<file path="config.mk">
export PLATFORM = sky130hd
export DESIGN_NAME = riscv_run_ctrl
export DESIGN_NICKNAME = d
export VERILOG_FILES = /design/src/rtl/riscv_run_ctrl.sv
export SDC_FILE = /design/constraint.sdc
export NUM_CORES = 1
export LEC_CHECK = 0
export CORE_MARGIN = 3
export CORE_UTILIZATION = 40
export CTS_CLUSTER_DIAMETER = 30
export DETAILED_ROUTE_END_ITERATION = 10
export PLACE_DENSITY = 0.62
export SKIP_LAST_GASP = 1
export SLEW_MARGIN = 20
export SYNTH_ARGS = -nofsm -noshare
export SYNTH_HDL_FRONTEND = slang
export SYNTH_SLANG_ARGS = --single-unit
</file>
<file path="constraint.sdc">
create_clock -name clk -period 3.9 [get_ports clk]
set_input_delay 0.975 -clock clk [delete_from_list [all_inputs] [get_ports clk]]
set_output_delay 0.975 -clock clk [all_outputs]
set_load 0.01 [all_outputs]
</file>
<file path="src/rtl/riscv_run_ctrl.sv">
// riscv_run_ctrl: run-control sequencer for the single-cycle RISC-V core.
// Gates core progress through cpu_en, executes host RUN/STEP/HALT/DUMP commands,
// stops on ecall/ebreak and streams x0..x31 over a valid/ready dump port.
// Build option: RUN_CTRL_SKIP_X0_EN -- when defined the dump starts at x1 (31 beats),
// otherwise it starts at x0 (32 beats).
module riscv_run_ctrl #(
  parameter int unsigned XLEN  = 32,
  parameter int unsigned CNT_W = 32
) (
  input  logic             clk,
  input  logic             rst,
  input  logic             cmd_valid,
  output logic             cmd_ready,
  input  logic [1:0]       cmd_op,
  input  logic [CNT_W-1:0] cmd_arg,
  input  logic             halt_req_in,
  output logic             cpu_en,
  output logic             rf_dbg_sel,
  output logic [4:0]       rf_dbg_addr,
  input  logic [XLEN-1:0]  rf_dbg_data,
  output logic             dump_valid,
  input  logic             dump_ready,
  output logic [4:0]       dump_addr,
  output logic [XLEN-1:0]  dump_data,
  output logic             halted,
  output logic [1:0]       halt_cause,
  output logic [CNT_W-1:0] cycle_cnt
);

  localparam logic [1:0] OP_RUN  = 2'b00;
  localparam logic [1:0] OP_STEP = 2'b01;
  localparam logic [1:0] OP_HALT = 2'b10;
  localparam logic [1:0] OP_DUMP = 2'b11;

  localparam logic [1:0] CAUSE_NONE  = 2'd0;
  localparam logic [1:0] CAUSE_LIMIT = 2'd1;
  localparam logic [1:0] CAUSE_ECALL = 2'd2;
  localparam logic [1:0] CAUSE_HOST  = 2'd3;

  localparam logic [4:0] DUMP_LAST = 5'd31;
`ifdef RUN_CTRL_SKIP_X0_EN
  localparam logic [4:0] DUMP_FIRST = 5'd1;
`else
  localparam logic [4:0] DUMP_FIRST = 5'd0;
`endif

  typedef enum logic [2:0] {
    S_IDLE     = 3'd0,
    S_RUN      = 3'd1,
    S_STEP     = 3'd2,
    S_DUMP_RD  = 3'd3,
    S_DUMP_OUT = 3'd4
  } state_t;

  state_t           r_state;
  state_t           w_state_nxt;
  logic [CNT_W-1:0] r_limit;
  logic [CNT_W-1:0] r_run_cnt;
  logic [CNT_W-1:0] r_cycle_cnt;
  logic [1:0]       r_halt_cause;
  logic [4:0]       r_idx;
  logic [4:0]       r_dump_addr;
  logic [XLEN-1:0]  r_dump_data;

  logic             w_cmd_fire;
  logic             w_exit;
  logic [1:0]       w_exit_cause;
  logic             w_limit_hit;
  logic             w_cpu_en;
  logic             w_cmd_ready;
  logic             w_rf_dbg_sel;
  logic             w_dump_valid;
  logic             w_halted;

  // Command handshake: only IDLE and RUN ever accept a command.
  assign w_cmd_fire  = cmd_valid && ((r_state == S_IDLE) || (r_state == S_RUN));
  assign w_limit_hit = (r_limit != '0) && ((r_run_cnt + CNT_W'(1)) == r_limit);

  // State register.
  always_ff @(posedge clk or negedge rst) begin
    if (!rst) r_state <= S_IDLE;
    else      r_state <= w_state_nxt;
  end

  // Next-state logic and halt cause selection (ecall > host HALT > limit).
  always_comb begin
    w_state_nxt  = r_state;
    w_exit       = 1'b0;
    w_exit_cause = CAUSE_NONE;
    case (r_state)
      S_IDLE: begin
        if (w_cmd_fire) begin
          case (cmd_op)
            OP_RUN:  w_state_nxt = S_RUN;
            OP_STEP: w_state_nxt = S_STEP;
            OP_DUMP: w_state_nxt = S_DUMP_RD;
            default: w_state_nxt = S_IDLE;
          endcase
        end
      end
      S_RUN: begin
        if (halt_req_in) begin
          w_exit       = 1'b1;
          w_exit_cause = CAUSE_ECALL;
        end else if (w_cmd_fire && (cmd_op == OP_HALT)) begin
          w_exit       = 1'b1;
          w_exit_cause = CAUSE_HOST;
        end else if (w_limit_hit) begin
          w_exit       = 1'b1;
          w_exit_cause = CAUSE_LIMIT;
        end
        if (w_exit) w_state_nxt = S_IDLE;
      end
      S_STEP: begin
        w_exit       = 1'b1;
        w_exit_cause = halt_req_in ? CAUSE_ECALL : CAUSE_HOST;
        w_state_nxt  = S_IDLE;
      end
      S_DUMP_RD: begin
        w_state_nxt = S_DUMP_OUT;
      end
      S_DUMP_OUT: begin
        if (dump_ready) w_state_nxt = (r_idx == DUMP_LAST) ? S_IDLE : S_DUMP_RD;
      end
      default: w_state_nxt = S_IDLE;
    endcase
  end

  // State-decoded outputs.
  always_comb begin
    w_cpu_en     = 1'b0;
    w_cmd_ready  = 1'b0;
    w_rf_dbg_sel = 1'b0;
    w_dump_valid = 1'b0;
    w_halted     = 1'b0;
    case (r_state)
      S_IDLE: begin
        w_cmd_ready = 1'b1;
        w_halted    = 1'b1;
      end
      S_RUN: begin
        w_cpu_en    = 1'b1;
        w_cmd_ready = 1'b1;
      end
      S_STEP: begin
        w_cpu_en = 1'b1;
      end
      S_DUMP_RD: begin
        w_rf_dbg_sel = 1'b1;
      end
      S_DUMP_OUT: begin
        w_rf_dbg_sel = 1'b1;
        w_dump_valid = 1'b1;
      end
      default: begin
        w_halted = 1'b0;
      end
    endcase
  end

  // RUN limit latch and per-run cycle counter.
  always_ff @(posedge clk or negedge rst) begin
    if (!rst) begin
      r_limit   <= '0;
      r_run_cnt <= '0;
    end else if ((r_state == S_IDLE) && w_cmd_fire && (cmd_op == OP_RUN)) begin
      r_limit   <= cmd_arg;
      r_run_cnt <= '0;
    end else if (r_state == S_RUN) begin
      r_run_cnt <= r_run_cnt + CNT_W'(1);
    end
  end

  // Free-running count of enabled core cycles; wraps naturally.
  always_ff @(posedge clk or negedge rst) begin
    if (!rst)          r_cycle_cnt <= '0;
    else if (w_cpu_en) r_cycle_cnt <= r_cycle_cnt + CNT_W'(1);
  end

  // Halt cause is only updated when RUN or STEP ends; DUMP leaves it alone.
  always_ff @(posedge clk or negedge rst) begin
    if (!rst)        r_halt_cause <= CAUSE_NONE;
    else if (w_exit) r_halt_cause <= w_exit_cause;
  end

  // Dump register index.
  always_ff @(posedge clk or negedge rst) begin
    if (!rst) begin
      r_idx <= '0;
    end else if ((r_state == S_IDLE) && w_cmd_fire && (cmd_op == OP_DUMP)) begin
      r_idx <= DUMP_FIRST;
    end else if ((r_state == S_DUMP_OUT) && dump_ready && (r_idx != DUMP_LAST)) begin
      r_idx <= r_idx + 5'd1;
    end
  end

  // Dump beat capture; holds while the sink stalls.
  always_ff @(posedge clk or negedge rst) begin
    if (!rst) begin
      r_dump_addr <= '0;
      r_dump_data <= '0;
    end else if (r_state == S_DUMP_RD) begin
      r_dump_addr <= r_idx;
      r_dump_data <= rf_dbg_data;
    end
  end

  assign cpu_en      = w_cpu_en;
  assign cmd_ready   = w_cmd_ready;
  assign rf_dbg_sel  = w_rf_dbg_sel;
  assign rf_dbg_addr = r_idx;
  assign dump_valid  = w_dump_valid;
  assign dump_addr   = r_dump_addr;
  assign dump_data   = r_dump_data;
  assign halted      = w_halted;
  assign halt_cause  = r_halt_cause;
  assign cycle_cnt   = r_cycle_cnt;

endmodule

</file>
### Word level (Yosys, flattened, before mapping)

Cells that the tools add are included.

* reduce and logical (&&, ||, !) cells: 18
* multiplexer cells: 25
* eq/ne operators: 13
* add/sub/neg operators: 3

Operator list (number)
* 32-bit by 1-bit adder with 32-bit output (second input constant): 2
* 32-bit 2-to-1 mux: 2
* 32-bit equality test: 1
* 32-bit nonzero test: 1
* 3-bit case mux with 4 select lines: 1
* 1-bit 2-to-1 mux: 11
* 5-bit 2-to-1 mux: 2
* 3-bit 2-to-1 mux: 3
* 1-bit logical AND: 8
* 3-bit by 2-bit equality test with 1-bit output (second input constant): 2
* 2-bit 2-to-1 mux: 3
* 2-bit case mux with 3 select lines: 1
* 2-bit OR reduction: 3
* 5-bit by 1-bit adder with 5-bit output (second input constant): 1
* 5-bit equality test (second input constant): 1
* 5-bit != test (second input constant): 1
* 2-bit equality test (second input constant): 2
* 2-bit != test (second input constant): 2
* 2-bit case mux with 2 select lines: 1
* 2-bit nonzero test: 2
* 3-bit by 1-bit equality test with 1-bit output (second input constant): 1
* 3-bit equality test (second input constant): 1
* 3-bit logical NOT: 1
* 3-bit AND reduction: 1
* other kinds (5): 5

* word-level logic and storage cells: 67
* bits in registers: 143

### Longest topological paths before layout

Gate-level depths: netlist of run 1.

* word-level depth: 9
* depth in mapped cells: 10

### Worst setup path after synthesis of run 1

Ideal clock, no wire load.

* path kind: register to register
* from: register r_run_cnt[0]
* to: register r_state[0]
* path slack: 1126 ps
* arrival time: 2650 ps
* buffers on the path: 1
* clock period less this slack: 2774 ps
* data required time: 3776 ps
* stages on the path, launching flop included: 11
* cells stage by stage: dfrtp_1 > ha_1 > nand3_2 > or4_1 > buf_4 > nor4_2 > xnor2_1 > o311ai_0 > nor4_4 > a31oi_1 > or2_1

* word-level cells in the longest chain between the ends: 9

Ends and longest elaborated chain
* from (decl): RTL line 58 `logic [CNT_W-1:0] r_run_cnt;`
* from (signal assigned): RTL line 170 `r_run_cnt <= r_run_cnt + CNT_W'(1);`
* 32-bit by 1-bit adder with 32-bit output: RTL line 77 `assign w_limit_hit = (r_limit != '0) && ((r_run_cnt + CNT_W'(1)) == r_limit);`
* 32-bit equality test: RTL line 77
* 1-bit logical AND: RTL line 77
* 1-bit 2-to-1 mux: RTL line 108 `end else if (w_limit_hit) begin`
* 1-bit 2-to-1 mux: RTL line 105 `end else if (w_cmd_fire && (cmd_op == OP_HALT)) begin`
* 1-bit 2-to-1 mux: RTL line 102 `if (halt_req_in) begin`
* 1-bit 2-to-1 mux: RTL line 90 `case (r_state)`
* 2-bit by 1-bit != test with 1-bit output (no source line)
* 3-bit AND reduction (no source line)
* to (signal assigned): RTL line 82 `else r_state <= w_state_nxt;`
* to (decl): RTL line 55 `state_t r_state;`

No other way between the ends. The select of a mux whose other input is x is not followed.
A chain may end at the register's enable or synchronous reset.

### Final worst setup path of run 1

Ends and elaborated chain as after synthesis.

==> results of run 1 <==
logic make-up (layout without fill, tap and decap cells):
| family | after synthesis | count (layout) | share of synthesized area [%] |
|---|---|---|---|
| xor gates and xnor gates | 77 | 77 | 9.21 |
| adders and majority gates | 9 | 9 | 1.54 |
| and+or+nand+nor | 245 | 245 | 17.8 |
| muxes | 70 | 70 | 10.8 |
| DFF | 143 | 143 | 48.9 |
| buffers and inverters | 45 | 199 | 2.49 |
| AOI/OAI and AO/OA | 105 | 105 | 9.29 |
layout by cell type, fill, tap and decap left out, types with 12 or more instances in the layout:
master | netlist | routed
clkdlybuf4s50_1 | 0 | 150
dfrtp_1 | 143 | 143
nand2_1 | 75 | 75
mux2_2 | 70 | 70
xnor2_1 | 55 | 55
o21ai_0 | 39 | 39
nor2_1 | 35 | 35
nand4_1 | 26 | 26
nand3_1 | 26 | 25
xor2_1 | 22 | 22
o31ai_1 | 17 | 17
clkbuf_16 | 0 | 17
and3_1 | 15 | 15
nor4_1 | 15 | 15
a21oi_1 | 14 | 14
nor3_1 | 12 | 12
worst max path at each step:
stage,startpoint,to,slack (ns),cells past startpoint
6_report,r_run_cnt[0]$_DFFE_PN0P_,r_state[0]$_DFFE_PN0P_,0.68,9
3_3_place_gp,r_run_cnt[0]$_DFFE_PN0P_,r_state[0]$_DFFE_PN0P_,0.85,9
3_5_place_dp,r_run_cnt[0]$_DFFE_PN0P_,r_state[0]$_DFFE_PN0P_,0.70,9
4_1_cts,r_run_cnt[0]$_DFFE_PN0P_,r_state[0]$_DFFE_PN0P_,0.71,9
2_1_floorplan,r_run_cnt[0]$_DFFE_PN0P_,r_state[0]$_DFFE_PN0P_,1.13,10
5_1_grt,r_run_cnt[4]$_DFFE_PN0P_,r_state[0]$_DFFE_PN0P_,0.41,8
power breakdown:
part | switching [mW] | total [mW] | internal (mW)
combinational | 0.890 | 2.01 | 1.12
clock | 0.661 | 1.74 | 1.08
sequential | 0.450 | 2.36 | 1.91
area by class of cell:
class,count,area [um^2],share of cell area [%]
flip-flops and latches,143,3580,37.0
multi-input cells,506,3570,36.9
repair buffers,157,1570,16.2
clock buffers,20,467,4.82
well taps,225,282,2.91
clock inverters,12,171,1.77
inverters,10,37.5,0.388
flip-flops by register name (all words and copies together) (netlist names):
register     count
r_limit         32
r_run_cnt       32
halt_cause       2
rf_dbg_addr      5
dump_data       32
r_state          3
dump_addr        5
cycle_cnt       32
routing by layer:
metal	vias to the layer above	global-route usage [%]	part of all wire, %
met5	-	0	0
met4	0	5.81	1.9
met3	24	5.06	6.8
met2	212	31.5	48
met1	2871	26.1	43
li1	2779	-	-
==> results.cfg, run 1 <==
[power]
leakagePower_nw = 3.97
finalPower_mw = 6.10
cellPowerDensity_nw_per_um2 = 631
ir_worst_vdd_mv = 0.398

[synth]
synth_top_area_cell = dfrtp_1
synth_common_cells = dfrtp_1 (143), nand2_1 (75), mux2_2 (70)
synth.top_cell.area_share_pct = 48.9
synth_area_leaders = dfrtp_1 (49%), mux2_2 (11%), xnor2_1 (6.6%)
synth_fp_nets = 774
synth_area_um2 = 7320
ys_ff_latch = 143
ys_types = 60
synth_edf_count = 0
async_reset_ff_share_pct = 100
synth-seq-area-share_pct = 48.9
synth.most_common_cell = dfrtp_1
syn_inst = 694
ys_warn_count = 0
ys.flop_type = dfrtp_1
postSynthAreaPerCell_um2 = 10.6

[grt]
antenna_found_initial = 0
grt_max_degree = 105
grt_pass1_vias = 6079
grt_pass1_wl_um = 31600
grt_remaining_overflow = 0
grt_usage_pct = 19.5

[timing]
fmaxAchievable_mhz = 311
relSlewSlack_pct = 36.2
rsz0062_at_grt = false
fin_crit_ns = 3.22
fin_tns_setup_ns = 0
slew_viol_final = 0
setup_violations = 0
tightest_slew_ns = 0.957
worst_hold_slack_ns = 0.472
post-route-period-util_pct = 82.5
report.final.hold_viol_count = 0
skew_ns = 0.0105
setup_ws_ns = 0.683

[final_layout]
area_growth_pct = 32.1
antenna_cells = 0
layout-drive-gt1-share_pct = 14.7
design_area_um2 = 9670
final_cell_count_no_fill = 1073
final_nets = 915
final_util_pct = 55.0
fillers = 1497

[routing]
first_pass_iters = 5
detail-route-antenna-nets = 0
drcViolationCount = 0
vias_per_cell = 5.49
drtIter0Drc = 468
post_drt_wl_per_cell_um = 17.8
drt_wl_total_um = 19100
vias = 5886

[placement]
io_buffer_count = 151
pre_cts_slack_ns = 0.699
placed_area_um2 = 9030
dp.final_hpwl_um = 14000
gp_congestion = 0.933
placedCellCount = 1041

[setup_path]
critical_path_class = register to register
cp.arrival_ns = 3.51
required_ns = 4.20
worst_r2r_path_depth = 9
reg2reg_slack_ns = 0.68
cp_slowest_cell = or4_1
max_stage_delay_ns = 0.72
rr_startpoint = r_run_cnt[0]$_DFFE_PN0P_
critical-path-top-delay-family = simple AND/OR/NAND/NOR gates
start_kind = register
critical_path_buf_inv_count = 0
critPathCaptureType = register
r2r_end = r_state[0]$_DFFE_PN0P_
crit_path_max_fanout = 9
crit_chain = ha_1 -> nand3_2 -> or4_1 -> nor4_2 -> xnor2_1 -> o311ai_0 -> nor4_4 -> a31oi_1 -> or2_1

[min_path]
min_to = cycle_cnt[31]$_DFFE_PN0P_
hold_depth = 1
holdCritStartpoint = cycle_cnt[31]$_DFFE_PN0P_
hold_class = register to register

[clock_network]
cts_resized = 0
cts_hold_buffers = 0
cts_root_buf = clkbuf_16
cts_buffer_depth = 2
path_clk_slew_ns = 0.07
cts_tree = yes
cts_buffers = 17
cts.sinks = 143
cts_setup_buffers = 0
clock_latency_ns = 0.41
htree_levels = 4

[die]
die_h_um = 141
core_area_um2 = 17600
num_io_pins = 152
rows = 48
start_util_pct = 41.6
die_area_um2 = 20000
fp.dieW_um = 141

[run_status]
status = finished clean

[flow_run]
max-cap-violations = 0
Power figures use the tool's default switching activity.
==> run 2, diff against run 1 <==
--- a/config.mk
+++ b/config.mk
@@ -9,7 +9,7 @@
 export CORE_UTILIZATION = 40
 export CTS_CLUSTER_DIAMETER = 30
 export DETAILED_ROUTE_END_ITERATION = 10
-export PLACE_DENSITY = 0.62
+export PLACE_DENSITY = 0.64
 export SKIP_LAST_GASP = 1
 export SLEW_MARGIN = 20
 export SYNTH_ARGS = -nofsm -noshare
==> constraint.sdc (replaced) <==
create_clock -name clk -period 2.65 [get_ports clk]
set_input_delay 0.6625 -clock clk [delete_from_list [all_inputs] [get_ports clk]]
set_output_delay 0.6625 -clock clk [all_outputs]
set_load 0.01 [all_outputs]
==> results.cfg, run 2 (synthesis results as in run 1) <==
[run_status]
status = finished, violations left
failed_checks = negative setup slack

[grt]
grt_max_degree = 46
grt_pass1_wl_um = 33300
grt_remaining_overflow = 0
antenna_found_initial = 0
grt_usage_pct = 20.4
grt_pass1_vias = 6476

[power]
power_frac_comb_pct = 36.3
seq_power_share_pct = 37.7
leakagePower_nw = 4.38
internal_power_mw = 5.97
switching_share_pct = 34.2
cellPowerDensity_nw_per_um2 = 883
p_clk_share_pct = 26.0
ir_worst_vdd_mv = 0.633
p_switching_mw = 3.11
finalPower_mw = 9.08

[setup_path]
max_stage_delay_ns = 0.46
critical_path_buf_inv_count = 1
start_kind = register
startpoint = r_run_cnt[1]$_DFFE_PN0P_
crit_chain = buf_4 -> ha_4 -> and3_2 -> xnor2_2 -> o2bb2ai_1 -> a2111oi_1 -> nand2_1 -> nor4_4 -> a31oi_1 -> or2_1
cp.arrival_ns = 3.03
rr_startpoint = r_run_cnt[1]$_DFFE_PN0P_
critPathCaptureType = register
required_ns = 2.95
crit_path_max_fanout = 5
critical_path_class = register to register
critical-path-top-delay-family = simple AND/OR/NAND/NOR gates
cp_slowest_cell = a2111oi_1

[timing]
rsz0062_at_grt = true
relSlewSlack_pct = 48.9
skew_ns = 0.0120
worst_hold_slack_ns = 0.152
report.final.hold_viol_count = 0
fmaxAchievable_mhz = 366
setup_ws_ns = -0.0814
fin_crit_ns = 2.73
setup_violations = 2
tightest_slew_ns = 0.760
post-route-period-util_pct = 103
slew_viol_final = 0

[clock_network]
cts_buffers = 17
path_clk_slew_ns = 0.07
cts.sinks = 143
clock_latency_ns = 0.43
cts_root_buf = clkbuf_16
htree_levels = 4
cts_tree = yes
cts_buffer_depth = 2
cts_hold_buffers = 0

[die]
start_util_pct = 41.6
die_h_um = 141
core_area_um2 = 17600
num_io_pins = 152
rows = 48
fp.dieW_um = 141
die_area_um2 = 20000

[final_layout]
final_cell_count_no_fill = 1144
final_nets = 987
layout-drive-gt1-share_pct = 23.4
area_growth_pct = 40.5
layout_common_cells = clkdlybuf4s50_1 (148), dfrtp_1 (140), buf_4 (76)
final_common_cell = clkdlybuf4s50_1
fillers = 1455
antenna_cells = 0

[min_path]
hold_class = input pin to asynchronous set/reset pin

[routing]
drcViolationCount = 0
detail-route-antenna-nets = 0
drtIter0Drc = 454
post_drt_wl_per_cell_um = 17.7
first_pass_iters = 5
drt_wl_total_um = 20200
vias = 6250
vias_per_cell = 5.46

[flow_run]
max-cap-violations = 0

[placement]
gp_congestion = 0.930
pre_cts_slack_ns = -0.0648
dp.final_hpwl_um = 14900
io_buffer_count = 151
placedCellCount = 1106
-- run 2: power groups by stage --
stage	registers [mW]	clock network (mW)	logic (mW)
CTS	3.40	2.41	3.24
global placement	3.42	0	3.10
detailed placement	3.44	0	3.16
finish	3.42	2.36	3.30
floorplan	3.42	0	1.63
global route	3.51	2.50	3.58
-- run 2: through the flow --
stage	TNS [ns]	util, %	cell area [um^2]
2_1_floorplan	0	-	7330
3_3_place_gp	0	54.2	9540
3_5_place_dp	-0.0658	54.2	9540
4_1_cts	-0.0500	57.9	10200
5_1_grt	-0.195	58.5	10300
6_report	-0.0833	58.5	10300
-- run 2: repair_timing --
action	CTS	global route
resized for setup	7	18
pin swaps	2	7
setup endpoints to repair	4	6
endpoints found under the hold margin	0	0
buffers inserted	4	3
-- run 2: worst register-to-register path: stages, from the launching register on --
cell and delay, ns:
dfrtp_1 0.39, buf_4 0.14, ha_4 0.17, and3_2 0.22
xnor2_2 0.14, o2bb2ai_1 0.13, a2111oi_1 0.46, nand2_1 0.22
nor4_4 0.37, a31oi_1 0.13, or2_1 0.24
-- run 2: final timing paths --
path / cells after the start / to / slack, ns
max: 10 / r_state[0]$_DFFE_PN0P_ / -0.08
min: 1 / r_limit[4]$_DFFE_PN0P_ / 0.15
max reg2reg: 10 / r_state[0]$_DFFE_PN0P_ / -0.08
min reg2reg: 1 / cycle_cnt[31]$_DFFE_PN0P_ / 0.48
max in group asynchronous: 2 / dump_data[14]$_DFFE_PN0P_ / 1.84
min in group clk: 1 / cycle_cnt[31]$_DFFE_PN0P_ / 0.48
-- run 2: final cells by class --
cell class	instances	area [um^2]	share of cell area [%]
multi-input cells	506	3680	35.8
flip-flops and latches	143	3580	34.8
repair buffers	229	2120	20.6
clock buffers	17	425	4.13
well taps	225	282	2.74
clock inverters	14	153	1.48
inverters	10	37.5	0.365
-- run 2: layer usage --
| metal | GRT usage, % | share of wire, % | vias to the layer above |
|---|---|---|---|
| met5 | 0 | 0 | - |
| met4 | 6.27 | 1.3 | 0 |
| met3 | 4.75 | 6.6 | 22 |
| met2 | 32.9 | 48 | 229 |
| met1 | 27.6 | 44 | 3076 |
| li1 | - | - | 2923 |
==> run 3, diff against run 2 <==
--- a/config.mk
+++ b/config.mk
@@ -7,9 +7,9 @@
 export LEC_CHECK = 0
 export CORE_MARGIN = 3
 export CORE_UTILIZATION = 40
-export CTS_CLUSTER_DIAMETER = 30
 export DETAILED_ROUTE_END_ITERATION = 10
 export PLACE_DENSITY = 0.64
+export REMOVE_ABC_BUFFERS = 1
 export SKIP_LAST_GASP = 1
 export SLEW_MARGIN = 20
 export SYNTH_ARGS = -nofsm -noshare
==> constraint.sdc (replaced) <==
create_clock -name clk -period 2.65 [get_ports clk]
set_input_delay 0.6625 -clock clk [delete_from_list [all_inputs] [get_ports clk]]
set_output_delay 0.6625 -clock clk [all_outputs]
set_load 0.005 [all_outputs]
==> results.cfg, run 3 (synthesis results as in run 1) <==
[grt]
grt_pass1_wl_um = 32700
grt_max_degree = 52
grt_usage_pct = 20.2
grt_pass1_vias = 6365
grt_remaining_overflow = 0
antenna_found_initial = 0

[run_status]
failed_checks = negative setup slack
status = finished, violations left

[timing]
tightest_slew_ns = 0.734
setup_ws_ns = -0.00698
setup_violations = 1
post-route-period-util_pct = 100
slew_viol_final = 0
fmaxAchievable_mhz = 376
fin_crit_ns = 2.66
fin_tns_setup_ns = -0.00698
skew_ns = 0.0107
rsz0062_at_grt = true
report.final.hold_viol_count = 0
relSlewSlack_pct = 50.9

[setup_path]
start_kind = register
cp.arrival_ns = 2.96
critical_path_class = register to register
critPathCaptureType = register
required_ns = 2.95
crit_path_max_fanout = 4

[routing]
drt_wl_total_um = 20100
first_pass_iters = 5
drtIter0Drc = 374
vias = 6191
detail-route-antenna-nets = 0
vias_per_cell = 5.42
post_drt_wl_per_cell_um = 17.6
drcViolationCount = 0

[placement]
placedCellCount = 1107
gp_congestion = 0.919
placed_area_um2 = 9560
io_buffer_count = 151
pre_cts_slack_ns = -0.152
dp.final_hpwl_um = 14800

[final_layout]
layout-drive-gt1-share_pct = 23.2
final_nets = 986
layout_common_cells = clkdlybuf4s50_1 (150), dfrtp_1 (140), nand2_1 (74), buf_4 (74), mux2_2 (70)
antenna_cells = 0
design_area_um2 = 10300
final_cell_count_no_fill = 1143
area_growth_pct = 40.3
final_common_cell = clkdlybuf4s50_1

[clock_network]
htree_levels = 4
path_clk_slew_ns = 0.06
cts_buffers = 17
cts_tree = yes
clock_latency_ns = 0.42
cts_buffer_depth = 2
cts_hold_buffers = 0
cts.sinks = 143
cts_root_buf = clkbuf_16

[die]
num_io_pins = 152
die_area_um2 = 20000
start_util_pct = 41.6
die_h_um = 141
fp.dieW_um = 141
core_area_um2 = 17600
rows = 48

[power]
leakagePower_nw = 4.35
internal_power_mw = 6.06
finalPower_mw = 8.92
p_clk_share_pct = 27.1
power_frac_comb_pct = 34.5
cellPowerDensity_nw_per_um2 = 868
ir_worst_vdd_mv = 0.593
seq_power_share_pct = 38.3
p_switching_mw = 2.86
switching_share_pct = 32.0

[min_path]
hold_class = input pin to asynchronous set/reset pin

[flow_run]
max-cap-violations = 0
## run 3: cell count changes in the layout (fill, tap and decap cells not counted), moves of 3 or more
cell / before / now
inv_6: 5 / 1
clkinv_2: 1 / 4
clkinv_4: 1 / 4
inv_8: 3 / 0
## run 3: power by group through the flow
stage	sequential, mW	clock [mW]	combinational (mW)
floorplan	3.33	0	1.53
global placement	3.41	0	2.94
detailed placement	3.45	0	3.02
CTS	3.42	2.47	3.07
global route	3.52	2.56	3.36
finish	3.42	2.42	3.08
## run 3: worst paths after layout
kind | from | to | slack, ns | cells after the start
hold / removal | rst | cycle_cnt[10]$_DFFE_PN0P_ | 0.19 | 1
min in group clk | cycle_cnt[31]$_DFFE_PN0P_ | cycle_cnt[31]$_DFFE_PN0P_ | 0.48 | 1
hold reg to reg | cycle_cnt[31]$_DFFE_PN0P_ | cycle_cnt[31]$_DFFE_PN0P_ | 0.48 | 1
setup / recovery | r_run_cnt[1]$_DFFE_PN0P_ | r_state[0]$_DFFE_PN0P_ | -0.007 | 10
max in group asynchronous | rst | dump_data[15]$_DFFE_PN0P_ | 1.85 | 2
setup reg to reg | r_run_cnt[1]$_DFFE_PN0P_ | r_state[0]$_DFFE_PN0P_ | -0.007 | 10
## run 3: repair_timing
item	CTS	global route
setup buffers	2	3
resized for setup	8	15
pin swaps	8	9
cloned	0	0
setup endpoints to repair	5	7
## run 3: cell type report
type                       instances  area, um^2
fill                            1471        7320
tap                              225         282
inverter                          10        37.5
timing repair buffer             228        2130
sequential                       143        3580
clock inverter                    14         169
multi-input combinational        506        3650
clock buffer                      17         425
## run 3: routing by layer
layer / track usage [%] / share of wire [%] / vias up
li1: - / - / 2926
met1: 27.3 / 43 / 3009
met2: 32.7 / 49 / 226
met3: 4.55 / 6.3 / 30
met4: 6.07 / 1.8 / 0
met5: 0 / 0 / -
## run 3: worst max-delay path, cell delays in order, from the launching register on
cell and delay [ns]:
dfrtp_1 0.41, buf_4 0.14, nand4_2 0.11, nor4_2 0.18, buf_4 0.17, nand4_1 0.13, xnor2_1 0.19, or4b_4 0.53
nor4_4 0.32, a31oi_1 0.12, or2_1 0.23
## run 3: per-stage QoR
| step | util [%] | hold slack (ns) |
|---|---|---|
| 2_1_floorplan | - | 0.367 |
| 3_3_place_gp | 54.3 | 0.468 |
| 3_5_place_dp | 54.3 | 0.474 |
| 4_1_cts | 57.9 | 0.203 |
| 5_1_grt | 58.4 | 0.202 |
| 6_report | 58.4 | 0.186 |
